--- config.mk ---
export PLATFORM = sky130hd
export DESIGN_NAME = approx_add_pipe
export DESIGN_NICKNAME = d
export VERILOG_FILES = /design/src/rtl/approx_add_pkg.sv /design/src/rtl/approx_add_seg.sv /design/src/rtl/approx_add_pipe.sv
export SDC_FILE = /design/constraint.sdc
export NUM_CORES = 1
export LEC_CHECK = 0
export BUFFER_PORTS_ARGS = -buffer_cell sky130_fd_sc_hd__buf_2
export CAP_MARGIN = 40
export CELL_PAD_IN_SITES_DETAIL_PLACEMENT = 1
export CELL_PAD_IN_SITES_GLOBAL_PLACEMENT = 2
export CORE_MARGIN = 2
export CORE_UTILIZATION = 24
export DETAILED_ROUTE_END_ITERATION = 16
export PLACE_DENSITY = 0.95
export SETUP_SLACK_MARGIN = 0.4
export SYNTH_ARGS = -nofsm -noshare
export SYNTH_HDL_FRONTEND = slang
export SYNTH_SLANG_ARGS = --single-unit
--- constraint.sdc ---
create_clock -name clk -period 4 [get_ports clk]
set_input_delay 0.4 -clock clk [delete_from_list [all_inputs] [get_ports clk]]
set_output_delay 0.4 -clock clk [all_outputs]
set_load 0.01 [all_outputs]
--- src/rtl/approx_add_pkg.sv ---
// Package shared by the approximate-adder pipeline.
//  approx_add_ref : golden model of the lower-part-OR approximate adder (up to MAX_W bits)
//  seg_lo/seg_hi  : bit bounds of each pipeline segment of the exact upper part; low
//                   segments take the extra bit when the split is uneven
//  params_ok      : legality check of WIDTH / K / STAGES / accumulator width
package approx_add_pkg;

  localparam int MAX_W = 64;

  function automatic logic [MAX_W:0] approx_add_ref(input logic [MAX_W-1:0] a,
                                                    input logic [MAX_W-1:0] b,
                                                    input int width, input int k);
    logic [MAX_W:0]   r;
    logic [MAX_W:0]   hi;
    logic [MAX_W-1:0] mask;
    mask = (width >= MAX_W) ? '1 : ((64'd1 << width) - 64'd1);
    r    = '0;
    for (int i = 0; i < k; i++) r[i] = (i == 0) ? 1'b1 : (a[i] | b[i]);
    hi = {1'b0, (a & mask) >> k} + {1'b0, (b & mask) >> k};
    r  = r | (hi << k);
    return r;
  endfunction

  function automatic int seg_lo(input int width, input int k, input int stages, input int s);
    int u, base, rem;
    u    = width - k;
    base = u / stages;
    rem  = u % stages;
    return k + s * base + ((s < rem) ? s : rem);
  endfunction

  // Returns seg_lo-1 for an empty segment (only possible when K == WIDTH).
  function automatic int seg_hi(input int width, input int k, input int stages, input int s);
    int u, base, rem;
    u    = width - k;
    base = u / stages;
    rem  = u % stages;
    return seg_lo(width, k, stages, s) + base + ((s < rem) ? 1 : 0) - 1;
  endfunction

  function automatic bit params_ok(input int width, input int k, input int stages,
                                   input int acc_w);
    int max_st;
    max_st = (k == width) ? 1 : width - k;
    return (width >= 1) && (width <= MAX_W) && (k >= 0) && (k <= width) &&
           (stages >= 1) && (stages <= max_st) && (acc_w >= width + 1);
  endfunction

endpackage

--- src/rtl/approx_add_seg.sv ---
// One pipeline stage of the approximate adder: ripple-adds operand bits [LO +: LEN]
// onto the carry registered by the previous stage and registers the result together
// with the operands, the partial sum and the exact reference sum.
//  clk, rst_n        clock, asynchronous active-low reset
//  load              stage may capture this cycle (empty, or its contents move on)
//  up_valid          previous stage / input holds a valid item
//  a_in, b_in        operands riding along the pipe
//  sum_in, carry_in  partial sum and carry from the previous stage
//  exact_in          exact a+b (all zero when the error monitor is compiled out)
//  *_out             registered versions of the above; valid_out is the stage-full flag
module approx_add_seg #(
  parameter int WIDTH = 8,
  parameter int LO    = 3,
  parameter int LEN   = 3
) (
  input  logic             clk,
  input  logic             rst_n,
  input  logic             load,
  input  logic             up_valid,
  input  logic [WIDTH-1:0] a_in,
  input  logic [WIDTH-1:0] b_in,
  input  logic [WIDTH-1:0] sum_in,
  input  logic             carry_in,
  input  logic [WIDTH:0]   exact_in,
  output logic             valid_out,
  output logic [WIDTH-1:0] a_out,
  output logic [WIDTH-1:0] b_out,
  output logic [WIDTH-1:0] sum_out,
  output logic             carry_out,
  output logic [WIDTH:0]   exact_out
);

  logic             valid_q, valid_d;
  logic             carry_q, carry_d;
  logic [WIDTH-1:0] a_q, a_d, b_q, b_d, sum_q, sum_d;
  logic [WIDTH:0]   exact_q, exact_d;
  logic [WIDTH-1:0] seg_sum;
  logic             c;

  always_comb begin
    // NOTE: every variable gets a default before any branch, so no path leaves one
    // unassigned and no latch is inferred.
    valid_d = valid_q;
    carry_d = carry_q;
    a_d     = a_q;
    b_d     = b_q;
    sum_d   = sum_q;
    exact_d = exact_q;
    seg_sum = sum_in;
    // NOTE: blocking assignments here let c ripple bit by bit within one evaluation.
    c       = carry_in;
    for (int i = 0; i < WIDTH; i++) begin
      if (i >= LO && i < LO + LEN) begin
        seg_sum[i] = a_in[i] ^ b_in[i] ^ c;
        c          = (a_in[i] & b_in[i]) | (c & (a_in[i] ^ b_in[i]));
      end
    end
    if (load) begin
      valid_d = up_valid;
      // Data only changes when a real item arrives, so outputs stay stable when idle.
      if (up_valid) begin
        a_d     = a_in;
        b_d     = b_in;
        sum_d   = seg_sum;
        carry_d = c;
        exact_d = exact_in;
      end
    end
  end

  // NOTE: datapath registers are reset too, because the last stage drives sum,
  // which must read zero while reset is asserted.
  always_ff @(posedge clk or negedge rst_n) begin
    if (!rst_n) begin
      valid_q <= 1'b0;
      carry_q <= 1'b0;
      a_q     <= '0;
      b_q     <= '0;
      sum_q   <= '0;
      exact_q <= '0;
    end else begin
      // NOTE: non-blocking assignments so every stage samples pre-edge values.
      valid_q <= valid_d;
      carry_q <= carry_d;
      a_q     <= a_d;
      b_q     <= b_d;
      sum_q   <= sum_d;
      exact_q <= exact_d;
    end
  end

  assign valid_out = valid_q;
  assign carry_out = carry_q;
  assign a_out     = a_q;
  assign b_out     = b_q;
  assign sum_out   = sum_q;
  assign exact_out = exact_q;

endmodule

--- src/rtl/approx_add_pipe.sv ---
// Pipelined unsigned approximate adder (lower-part OR) with valid/ready handshake.
// The low APPROX_LSB bits are approximated (bit 0 forced to 1, others a|b, no carry out);
// the upper part is added exactly, split over STAGES register stages.
// Optional error monitor enabled by defining APPROX_ADD_ERR_MON_EN; otherwise
// err_sum/err_max/err_cnt/smp_cnt read zero and err_clr is ignored.
//  clk, rst_n            clock, asynchronous active-low reset
//  in_valid/in_ready, a, b     operand handshake
//  out_valid/out_ready, sum    result handshake, sum is WIDTH+1 bits
//  err_clr                     synchronous clear of the monitor
//  err_sum, err_max, err_cnt, smp_cnt   saturating monitor outputs
module approx_add_pipe
  import approx_add_pkg::*;
#(
  parameter int WIDTH      = 8,
  parameter int APPROX_LSB = 3,
  parameter int STAGES     = 2,
  parameter int ERR_ACC_W  = 24
) (
  input  logic                 clk,
  input  logic                 rst_n,
  input  logic                 in_valid,
  output logic                 in_ready,
  input  logic [WIDTH-1:0]     a,
  input  logic [WIDTH-1:0]     b,
  output logic                 out_valid,
  input  logic                 out_ready,
  output logic [WIDTH:0]       sum,
  input  logic                 err_clr,
  output logic [ERR_ACC_W-1:0] err_sum,
  output logic [WIDTH:0]       err_max,
  output logic [ERR_ACC_W-1:0] err_cnt,
  output logic [ERR_ACC_W-1:0] smp_cnt
);

  localparam int K = APPROX_LSB;

  if (!params_ok(WIDTH, APPROX_LSB, STAGES, ERR_ACC_W)) begin : g_bad_params
    $error("approx_add_pipe: illegal WIDTH/APPROX_LSB/STAGES/ERR_ACC_W combination");
  end

  // Index s is the input of stage s; index STAGES is the pipeline output.
  logic             valid_pipe [0:STAGES];
  logic             carry_pipe [0:STAGES];
  logic [WIDTH-1:0] a_pipe     [0:STAGES];
  logic [WIDTH-1:0] b_pipe     [0:STAGES];
  logic [WIDTH-1:0] sum_pipe   [0:STAGES];
  logic [WIDTH:0]   exact_pipe [0:STAGES];
  logic [STAGES:0]  ready;
  logic [WIDTH-1:0] low_sum;

  always_comb begin
    low_sum = '0;
    for (int i = 0; i < K; i++) low_sum[i] = (i == 0) ? 1'b1 : (a[i] | b[i]);
  end

  assign valid_pipe[0] = in_valid;
  assign carry_pipe[0] = 1'b0;
  assign a_pipe[0]     = a;
  assign b_pipe[0]     = b;
  assign sum_pipe[0]   = low_sum;
`ifdef APPROX_ADD_ERR_MON_EN
  assign exact_pipe[0] = {1'b0, a} + {1'b0, b};
`else
  // Constant zero: the exact-sum registers in every stage trim away.
  assign exact_pipe[0] = '0;
`endif

  // A stage can take a new item if it is empty or everything downstream moves this
  // cycle; out_ready ripples back through the whole pipe so no bubble is needed.
  always_comb begin
    ready         = '0;
    ready[STAGES] = out_ready;
    for (int s = STAGES - 1; s >= 0; s--) ready[s] = !valid_pipe[s+1] | ready[s+1];
  end

  for (genvar s = 0; s < STAGES; s++) begin : g_stage
    localparam int LO = seg_lo(WIDTH, K, STAGES, s);
    localparam int HI = seg_hi(WIDTH, K, STAGES, s);
    approx_add_seg #(
      .WIDTH(WIDTH),
      .LO   (LO),
      .LEN  (HI - LO + 1)
    ) u_seg (
      .clk      (clk),
      .rst_n    (rst_n),
      .load     (ready[s]),
      .up_valid (valid_pipe[s]),
      .a_in     (a_pipe[s]),
      .b_in     (b_pipe[s]),
      .sum_in   (sum_pipe[s]),
      .carry_in (carry_pipe[s]),
      .exact_in (exact_pipe[s]),
      .valid_out(valid_pipe[s+1]),
      .a_out    (a_pipe[s+1]),
      .b_out    (b_pipe[s+1]),
      .sum_out  (sum_pipe[s+1]),
      .carry_out(carry_pipe[s+1]),
      .exact_out(exact_pipe[s+1])
    );
  end

  // Gated with rst_n so nothing is offered as accepted while reset is held.
  assign in_ready  = rst_n & ready[0];
  assign out_valid = valid_pipe[STAGES];
  assign sum       = {carry_pipe[STAGES], sum_pipe[STAGES]};

`ifdef APPROX_ADD_ERR_MON_EN
  localparam int ACC_W1 = ERR_ACC_W + 1;

  logic [ERR_ACC_W-1:0] err_sum_q, err_sum_d, err_cnt_q, err_cnt_d, smp_cnt_q, smp_cnt_d;
  logic [WIDTH:0]       err_max_q, err_max_d;
  logic [WIDTH:0]       diff;
  logic [ACC_W1-1:0]    sum_ext;
  logic                 xfer;

  assign xfer = out_valid & out_ready;

  always_comb begin
    diff      = (exact_pipe[STAGES] >= sum) ? exact_pipe[STAGES] - sum
                                            : sum - exact_pipe[STAGES];
    // Clearing first means a transfer in the clear cycle is the only thing counted.
    err_sum_d = err_clr ? '0 : err_sum_q;
    err_max_d = err_clr ? '0 : err_max_q;
    err_cnt_d = err_clr ? '0 : err_cnt_q;
    smp_cnt_d = err_clr ? '0 : smp_cnt_q;
    sum_ext   = '0;
    if (xfer) begin
      sum_ext   = {1'b0, err_sum_d} + ACC_W1'(diff);
      err_sum_d = sum_ext[ERR_ACC_W] ? '1 : sum_ext[ERR_ACC_W-1:0];
      if (diff > err_max_d) err_max_d = diff;
      if ((|diff) && (err_cnt_d != '1)) err_cnt_d = err_cnt_d + ERR_ACC_W'(1);
      if (smp_cnt_d != '1) smp_cnt_d = smp_cnt_d + ERR_ACC_W'(1);
    end
  end

  always_ff @(posedge clk or negedge rst_n) begin
    if (!rst_n) begin
      err_sum_q <= '0;
      err_max_q <= '0;
      err_cnt_q <= '0;
      smp_cnt_q <= '0;
    end else begin
      err_sum_q <= err_sum_d;
      err_max_q <= err_max_d;
      err_cnt_q <= err_cnt_d;
      smp_cnt_q <= smp_cnt_d;
    end
  end

  assign err_sum = err_sum_q;
  assign err_max = err_max_q;
  assign err_cnt = err_cnt_q;
  assign smp_cnt = smp_cnt_q;
`else
  assign err_sum = '0;
  assign err_max = '0;
  assign err_cnt = '0;
  assign smp_cnt = '0;
`endif

endmodule

==> results of run 1 <==
-- critical path: cells and delay by family (launching register included) --
kind / cells / cell delay, ns
buffers and inverters: 1 / 0.13
flip-flops: 1 / 0.43
AND/OR/NAND/NOR: 2 / 0.33
-- cell families (layout without fill, tap and decap cells) --
logic type,count (synthesis),in the layout,synth area share (%)
fa+ha+maj,5,5,5.81
compound gates,4,4,1.41
mux,17,17,11.6
flops,22,22,34.6
buf+inv,94,43,41.5
simple gates,10,10,4.87
other cells,1,81,0.235
-- worst paths after layout --
path                                              from                     endpoint  depth (start not counted)
max reg2reg                  g_stage[0].u_seg.a_out[6]  g_stage[1].u_seg.sum_out[7]                          4
min reg2reg                g_stage[0].u_seg.sum_out[0]  g_stage[0].u_seg.sum_out[0]                          1
min                                              rst_n  g_stage[0].u_seg.sum_out[0]                          1
max in group asynchronous                        rst_n  g_stage[1].u_seg.sum_out[5]                          1
max                         g_stage[0].u_seg.valid_out                     in_ready                          3
min in group clk                                  b[6]    g_stage[0].u_seg.b_out[6]                          2
-- cell usage after synthesis (2+ instances only) --
master / instances / share of area, %
mux2i_1: 5 / 3.1
a31oi_1: 2 / 0.79
fa_1: 4 / 5.0
buf_4: 82 / 39
nor2_1: 2 / 0.47
mux2_2: 12 / 8.5
nand2b_1: 3 / 1.2
dfrtp_1: 22 / 35
a21oi_1: 2 / 0.63
inv_1: 12 / 2.8
-- where the power goes --
group          switching [mW]  internal [mW]  total [mW]
clock network          0.0678         0.0672       0.135
logic                   0.108         0.0730       0.181
registers              0.0239          0.270       0.294
total                   0.200          0.410       0.610
-- metal layers --
layer	wire length (µm)	up-vias
met4	27	0
li1	-	370
met1	757	400
met2	1270	54
met3	279	4
met5	0	-
-- sequential cells by signal (all words and copies together), names as in the netlist --
name,flops
g_stage.u_seg.carry_out,2
g_stage.u_seg.sum_out,14
g_stage.u_seg.b_out,2
g_stage.u_seg.valid_out,2
g_stage.u_seg.a_out,2
-- final cells by class --
type	instances	share of cell area, %
Sequential cell	22	35.4
Clock buffer	3	2.65
Inverter	12	2.90
Multi-Input combinational cell	117	43.8
Timing Repair Buffer	28	9.01
Tap cell	77	6.19
-- through the flow --
step	power (mW)	cells	hold WS [ns]	worst slack [ns]	cell area, µm²
after CTS	0.620	259	0.110	2.43	1560
after floorplan	0.479	233	0.104	2.42	1890
after detailed placement	0.483	256	0.398	2.20	1510
after global routing	0.653	259	0.128	2.37	1560
after global placement	0.474	256	0.389	2.23	1510
final	0.610	259	0.0981	2.45	1560
==> reports/metrics.cfg, run 1 <==
[critical_path]
cp_cell_sequence=nand3b_4 -> and2_1 -> buf_2
end_kind=output pin
path_max_fanout=7
critPathLaunchType=register
worst-endpoint-required_ns=3.60
crit_path_max_incr_delay_ns=0.43
rrSetupSlack_ns=2.48
cp_data_arrival_time_ns=1.15
slowest_stage=dfrtp_1
critPathKind=register to output pin

[cts]
cts_tree=built
path_clk_slew_ns=0.08
cts-root-buf=clkbuf_8
htree_levels=1
clock_latency_ns=0.26
post_cts_resized=0
holdBufCountCts=0
clock_sinks=22
cts_made_buffers=3
cts_setup_buffers=0
clockBufferDepth=2

[run_status]
status=complete, no violations

[pwr]
p_per_area_nw_per_um2=392
p_leak_nw=0.855
ir_worst_vdd_uv=144

[grt]
use_met2_pct=11.4
antenna_found_initial=0
top_usage_layer=met2
grtUsageMet3_pct=2.24
grt-ovfl-total=0
grt_pass1_wl_um=3450
grt_max_degree=24
grt_pass1_vias=737
grt_use_total_pct=6.07
grt_use_met1_pct=5.75

[timing]
min_period_ns=1.55
tns_ns=0
rsz0062_at_grt=no
layout_worst_path_cycle_share_pct=38.8
slew_violations=0
skew_ns=0.00584
finalHoldViolCount=0
setup_viol=0
max_clock_freq_mhz=645

[layout]
antenna_cells=0
area_delta_synth_final_pct=-2.36
seq_area_um2=551
fin_util_pct=24.4
multi_input_area_um2=682
fin_nets=210
drive_gt1_share_pct=25.3
fill_cells=761
final_cell_mix=conb_1, buf_2, dfrtp_1
mostFrequentLayoutCell=conb_1

[detailed_routing]
drt_pass1_iterations=4
drc_errors=0
post_drt_via_cell_ratio=3.20
wl_per_cell_um=9.00
drtIter0Drc=32
antenna_left=0
wl_um=2330
num_vias=828

[synthesis]
async_flop_share_pct=100
ys_warn_count=0
synth_cell_types=17
syn_area_per_cell_um2=10.4
ys.flop_type=dfrtp_1
synthesis.area_um2=1590
syn_inst=153
ys_seq_elements=22
synth_edf_count=0
seq_area_frac_synth_pct=34.6

[placement]
place_congestion=0.685
io_buffers=28
dp_hpwl_um=1960

[floorplan]
floorplan.initialDensity_pct=24.9
rows=29
die_area_um2=7300
ios=113
die_w_um=85.5
die_y_um=85.5
core_um2=6390

[job]
max_cap_violations=0

[worst_hold_path]
hold_class=input pin to asynchronous set/reset pin

(Power assumes the default switching activity.)
==> run 2, diff against run 1 <==
--- a/config.mk
+++ b/config.mk
@@ -10,9 +10,9 @@
 export CELL_PAD_IN_SITES_DETAIL_PLACEMENT = 1
 export CELL_PAD_IN_SITES_GLOBAL_PLACEMENT = 2
 export CORE_MARGIN = 2
-export CORE_UTILIZATION = 24
+export CORE_UTILIZATION = 20
 export DETAILED_ROUTE_END_ITERATION = 16
-export PLACE_DENSITY = 0.95
+export PLACE_DENSITY = 0.87
 export SETUP_SLACK_MARGIN = 0.4
 export SYNTH_ARGS = -nofsm -noshare
 export SYNTH_HDL_FRONTEND = slang
==> constraint.sdc (replaced) <==
create_clock -name clk -period 1.4 [get_ports clk]
set_input_delay 0.14 -clock clk [delete_from_list [all_inputs] [get_ports clk]]
set_output_delay 0.14 -clock clk [all_outputs]
set_load 0.01 [all_outputs]
==> reports/metrics.cfg, run 2 (synthesis results as in run 1) <==
[run_status]
status=finished with violations
violations=negative setup slack

[floorplan]
die_area_um2=8690  ; +19%
floorplan.initialDensity_pct=20.6  ; -4.3 points
die_w_um=93.2  ; +9.1%
ios=113  ; unchanged
die_y_um=93.2  ; +9.1%
core_um2=7730  ; +21%
rows=32  ; +10%

[critical_path]
critPathLaunchType=register
reg2reg_depth=4  ; unchanged
worstSetupEndpoint=g_stage[1].u_seg.sum_out[7]
rrSetupSlack_ns=-0.05  ; -2.53 ns
crit_start=g_stage[0].u_seg.carry_out
cp_data_arrival_time_ns=1.60  ; +0.45 ns
r2r-start=g_stage[0].u_seg.carry_out
worst-endpoint-required_ns=1.54  ; -2.06 ns
r2r_end=g_stage[1].u_seg.sum_out[7]
critPathKind=register to register
end_kind=register
cp_cell_sequence=inv_2 -> fa_2 -> fa_1 -> mux2i_1
path_max_fanout=2  ; -5
slowest_stage=fa_1
crit_path_max_incr_delay_ns=0.49  ; +0.06 ns

[pwr]
p_per_area_nw_per_um2=1030  ; +160%
ir_worst_vdd_uv=319  ; +120%
p_leak_nw=1.00  ; +17%
power_mw=1.93  ; +220%

[detailed_routing]
antenna_left=0  ; unchanged
wl_um=2720  ; +17%
wl_per_cell_um=9.16  ; +1.8%
drtIter0Drc=19  ; -41%
num_vias=882  ; +6.5%
drt_pass1_iterations=2  ; -2
drc_errors=0  ; unchanged
post_drt_via_cell_ratio=2.97  ; -7.1%

[timing]
fin_ws_ns=-0.0540  ; -2.50 ns
holdWs_ns=0.112  ; +0.0137 ns
min_period_ns=1.45
tns_ns=-0.0540  ; -0.0540 ns
layout_worst_path_cycle_share_pct=104
slew_violations=0  ; unchanged
skew_ns=0.00450  ; -0.00135 ns
setup_viol=1  ; +1
max_clock_freq_mhz=688
finalHoldViolCount=0  ; unchanged
rsz0062_at_grt=yes

[grt]
use_met2_pct=11.2  ; -0.21 points
grtUsageMet3_pct=1.77  ; -0.46 points
grt_use_met1_pct=5.61  ; -0.14 points
top_usage_layer=met2
antenna_found_initial=0  ; unchanged
grt-ovfl-total=0  ; unchanged
grt_pass1_wl_um=3860  ; +12%
grt_use_total_pct=5.70  ; -0.37 points
grt_max_degree=23  ; -4.2%
grt_pass1_vias=784  ; +6.4%

[cts]
htree_levels=1  ; unchanged
clock_sinks=22  ; unchanged
cts_made_buffers=3  ; unchanged
clock_latency_ns=0.26  ; about the same
cts_tree=built
path_clk_slew_ns=0.08  ; about the same
cts-root-buf=clkbuf_8
clockBufferDepth=2  ; unchanged

[layout]
fill_cells=930  ; +22%
final_cell_mix=conb_1, buf_2, dfrtp_1
antenna_cells=0  ; unchanged
largest_register_ffs=14  ; unchanged
drive_gt1_share_pct=35.4  ; +10 points
fin_nets=223  ; +6.2%
multi_input_area_um2=796  ; +17%
mostFrequentLayoutCell=conb_1
area_delta_synth_final_pct=17.7
layoutNonFillerInstCount=297  ; +15%
fin_util_pct=24.3  ; -0.098 points
finish.instance_area_um2=1870  ; +21%
seq_area_um2=553  ; +0.45%

[worst_hold_path]
hold_class=input pin to register

[placement]
io_buffers=28  ; unchanged
dp_cells=283  ; +11%
dp_hpwl_um=2070  ; +5.2%
preCtsSetupSlack_ns=-0.0890  ; -2.29 ns
place_congestion=0.631  ; -7.8%
placed_area_um2=1610  ; +6.1%

[job]
max_cap_violations=0  ; unchanged

## run 2: cell count changes in the layout (fill, tap and decap cells not counted), moves of 2 or more
cell,delta
a21oi_1,-2
a21oi_4,+2
buf_2,-4
buf_4,+3
buf_6,+11
dfrtp_1,-2
dfrtp_2,+2
fa_1,-2
fa_2,+2
inv_1,-2
inv_2,+2
mux2_2,-11
mux2_4,+11
nand2_8,+2
## run 2: critical path: cells and delay by family, from the launching register on
kind / cells / cell delay [ns]
fa+ha+maj: 2 / 0.88
buf+inv: 1 / 0.05
flops: 1 / 0.34
mux: 1 / 0.06
## run 2: worst min-delay path by stage
| stage | startpoint | endpoint | slack [ns] | depth (start not counted) |
|---|---|---|---|---|
| after floorplan | rst_n | g_stage[0].u_seg.a_out[6] | -0.16 | 0 |
| after global placement | rst_n | g_stage[1].u_seg.valid_out | 0.13 | 2 |
| after detailed placement | rst_n | g_stage[1].u_seg.valid_out | 0.15 | 2 |
| after CTS | b[6] | g_stage[0].u_seg.b_out[6] | 0.11 | 2 |
| after global routing | a[7] | g_stage[0].u_seg.a_out[7] | 0.10 | 2 |
| final | b[6] | g_stage[0].u_seg.b_out[6] | 0.11 | 2 |
## run 2: metal layers
layer | vias up | share of wire, %
li1 | 394 | -
met1 | 418 | 33
met2 | 65 | 55
met3 | 5 | 11
met4 | 0 | 1.1
met5 | - | 0
## run 2: cell type report
| cell class | count | area share, % |
|---|---|---|
| clock buffers | 3 | 2.20 |
| multi-input cells | 117 | 42.5 |
| well taps | 102 | 6.81 |
| repair buffers | 41 | 16.6 |
| flip-flops and latches | 22 | 29.5 |
| inverters | 12 | 2.40 |
## run 2: what timing repair did
action	4_1_cts	5_1_grt
pin swaps	9	1
endpoints found under the hold margin	22	0
resized for setup	27	3
setup buffers	9	1
hold buffers	1	0
endpoints found under the setup margin	18	23
## run 2: report_power, final
part           switching, mW  internal [mW]  total [mW]
Sequential            0.0820          0.773       0.855
Combinational          0.357          0.336       0.692
Clock                  0.190          0.192       0.381
Total                  0.629           1.30        1.93
==> run 3, diff against run 2 <==
--- a/config.mk
+++ b/config.mk
@@ -13,7 +13,6 @@
 export CORE_UTILIZATION = 20
 export DETAILED_ROUTE_END_ITERATION = 16
 export PLACE_DENSITY = 0.87
-export SETUP_SLACK_MARGIN = 0.4
 export SYNTH_ARGS = -nofsm -noshare
 export SYNTH_HDL_FRONTEND = slang
 export SYNTH_SLANG_ARGS = --single-unit
==> reports/metrics.cfg, run 3 (synthesis results as in run 1) <==
[run_status]
violations=negative setup slack
status=finished with violations

[pwr]
clockPowerShare_pct=21.7  ; +1.9 points
ir_worst_vdd_uv=308  ; -3.5%
p_per_area_nw_per_um2=1090  ; +5.8%
switchingPower_mw=0.571  ; -9.2%
p_leak_nw=0.862  ; -14%
pwr-share-comb_pct=30.3  ; -5.6 points
swShare_pct=32.7  ; +0.069 points
power_frac_seq_pct=48.0  ; +3.7 points
power.internal_mw=1.18  ; -9.4%

[cts]
clockBufferDepth=2  ; unchanged
cts-root-buf=clkbuf_8
clock_sinks=22  ; unchanged
clock_latency_ns=0.26  ; about the same
path_clk_slew_ns=0.07  ; about the same
htree_levels=1  ; unchanged
cts_tree=built
cts_setup_buffers=0  ; -9
cts_made_buffers=3  ; unchanged

[layout]
fin_nets=212  ; -4.9%
area_delta_synth_final_pct=0.864
final_cell_mix=conb_1, buf_2, dfrtp_1
fin_util_pct=20.8  ; -3.5 points
finish.instance_area_um2=1610  ; -14%
drive_gt1_share_pct=26.6  ; -8.8 points
fill_cells=927  ; -0.32%
antenna_cells=0  ; unchanged
mostFrequentLayoutCell=conb_1
layoutNonFillerInstCount=286  ; -3.7%
largest_register_ffs=14  ; unchanged

[critical_path]
end_kind=register
critPathKind=register to register
worst-endpoint-required_ns=1.53  ; about the same
cp_data_arrival_time_ns=1.61  ; about the same
critPathLaunchType=register
path_max_fanout=2  ; unchanged

[placement]
place_congestion=0.598  ; -5.4%
placed_area_um2=1560  ; -3.2%
dp_hpwl_um=1990  ; -3.9%
io_buffers=28  ; unchanged
dp_cells=282  ; -0.35%

[timing]
slew_violations=0  ; unchanged
rsz0062_at_grt=yes
layout_worst_path_cycle_share_pct=106  ; +2.1 points
setup_viol=1  ; unchanged
max_clock_freq_mhz=674  ; -2.0%
finalHoldViolCount=0  ; unchanged
holdWs_ns=0.119  ; +0.00754 ns
skew_ns=0.00637  ; +0.00187 ns
min_period_ns=1.48  ; +0.0293 ns
fin_ws_ns=-0.0833  ; -0.0293 ns

[floorplan]
ios=113  ; unchanged
core_um2=7730  ; unchanged
floorplan.initialDensity_pct=20.6  ; unchanged
die_w_um=93.2  ; unchanged
die_area_um2=8690  ; unchanged
rows=32  ; unchanged
die_y_um=93.2  ; unchanged

[grt]
grtUsageMet3_pct=1.77  ; unchanged
grt_max_degree=23  ; unchanged
grt_use_met1_pct=6.12  ; +0.52 points
top_usage_layer=met2
use_met2_pct=8.99  ; -2.2 points
grt_pass1_wl_um=3580  ; -7.3%
grt_pass1_vias=724  ; -7.7%
antenna_found_initial=0  ; unchanged
grt-ovfl-total=0  ; unchanged
grt_use_total_pct=5.21  ; -0.49 points

[detailed_routing]
drc_errors=0  ; unchanged
num_vias=819  ; -7.1%
drt_pass1_iterations=2  ; unchanged
wl_per_cell_um=8.39  ; -8.5%
wl_um=2400  ; -12%
antenna_left=0  ; unchanged
drtIter0Drc=19  ; unchanged
post_drt_via_cell_ratio=2.86  ; -3.6%

[worst_hold_path]
hold_class=input pin to register

[job]
max_cap_violations=0  ; unchanged

## run 3: cell count changes in the layout (fill, tap and decap cells not counted), moves of 4 or more
| cell | before | now |
|---|---|---|
| buf_6 | 11 | 0 |
| mux2_2 | 1 | 12 |
| mux2_4 | 11 | 0 |
| buf_2 | 24 | 28 |
## run 3: what timing repair did
item	4_1_cts	5_1_grt
gates resized for setup	1	0
endpoints found under the hold margin	22	0
hold buffers	1	0
setup endpoints to repair	1	2
## run 3: power by group through the flow
stage / Sequential, mW / Clock, mW / Combinational [mW]
floorplan: 0.880 / 0 / 0.491
finish: 0.840 / 0.379 / 0.529
global route: 0.865 / 0.434 / 0.603
detailed placement: 0.857 / 0 / 0.535
CTS: 0.845 / 0.403 / 0.539
global placement: 0.846 / 0 / 0.514
## run 3: worst paths after layout
| check | start | endpoint | slack, ns | cells past startpoint |
|---|---|---|---|---|
| max | g_stage[0].u_seg.a_out[6] | g_stage[1].u_seg.sum_out[7] | -0.08 | 4 |
| min | a[6] | g_stage[0].u_seg.a_out[6] | 0.12 | 2 |
| max reg2reg | g_stage[0].u_seg.a_out[6] | g_stage[1].u_seg.sum_out[7] | -0.08 | 4 |
| min reg2reg | g_stage[0].u_seg.sum_out[0] | g_stage[0].u_seg.sum_out[0] | 0.47 | 1 |
| max in group asynchronous | rst_n | g_stage[0].u_seg.b_out[6] | 0.76 | 3 |
| min in group asynchronous | rst_n | g_stage[1].u_seg.sum_out[1] | 0.41 | 3 |
## run 3: area by class of cell
| cell class | count | area [µm²] | share of cell area [%] |
|---|---|---|---|
| multi-input combinational | 117 | 684 | 42.6 |
| clock buffer | 3 | 41.3 | 2.57 |
| tap | 102 | 128 | 7.94 |
| sequential | 22 | 551 | 34.3 |
| inverter | 12 | 45.0 | 2.80 |
| timing repair buffer | 30 | 158 | 9.81 |
## run 3: critical path, cell delays in order, from the launching register on
cell     delay [ns]
dfrtp_1        0.36
inv_2          0.05
fa_2           0.39
fa_1           0.50
mux2i_1        0.07
## run 3: through the flow
step / setup slack [ns] / power (mW) / TNS [ns]
6_report: -0.0833 / 1.75 / -0.0833
5_1_grt: -0.151 / 1.90 / -0.197
4_1_cts: -0.0903 / 1.79 / -0.0903
3_5_place_dp: -0.139 / 1.39 / -0.224
3_3_place_gp: -0.0988 / 1.36 / -0.142
2_1_floorplan: 0.00294 / 1.37 / 0
## run 3: per-layer routing
metal | share of wire (%) | vias up
met3 | 12 | 0
met5 | 0 | -
met1 | 38 | 387
li1 | - | 374
met4 | 0 | 0
met2 | 50 | 58
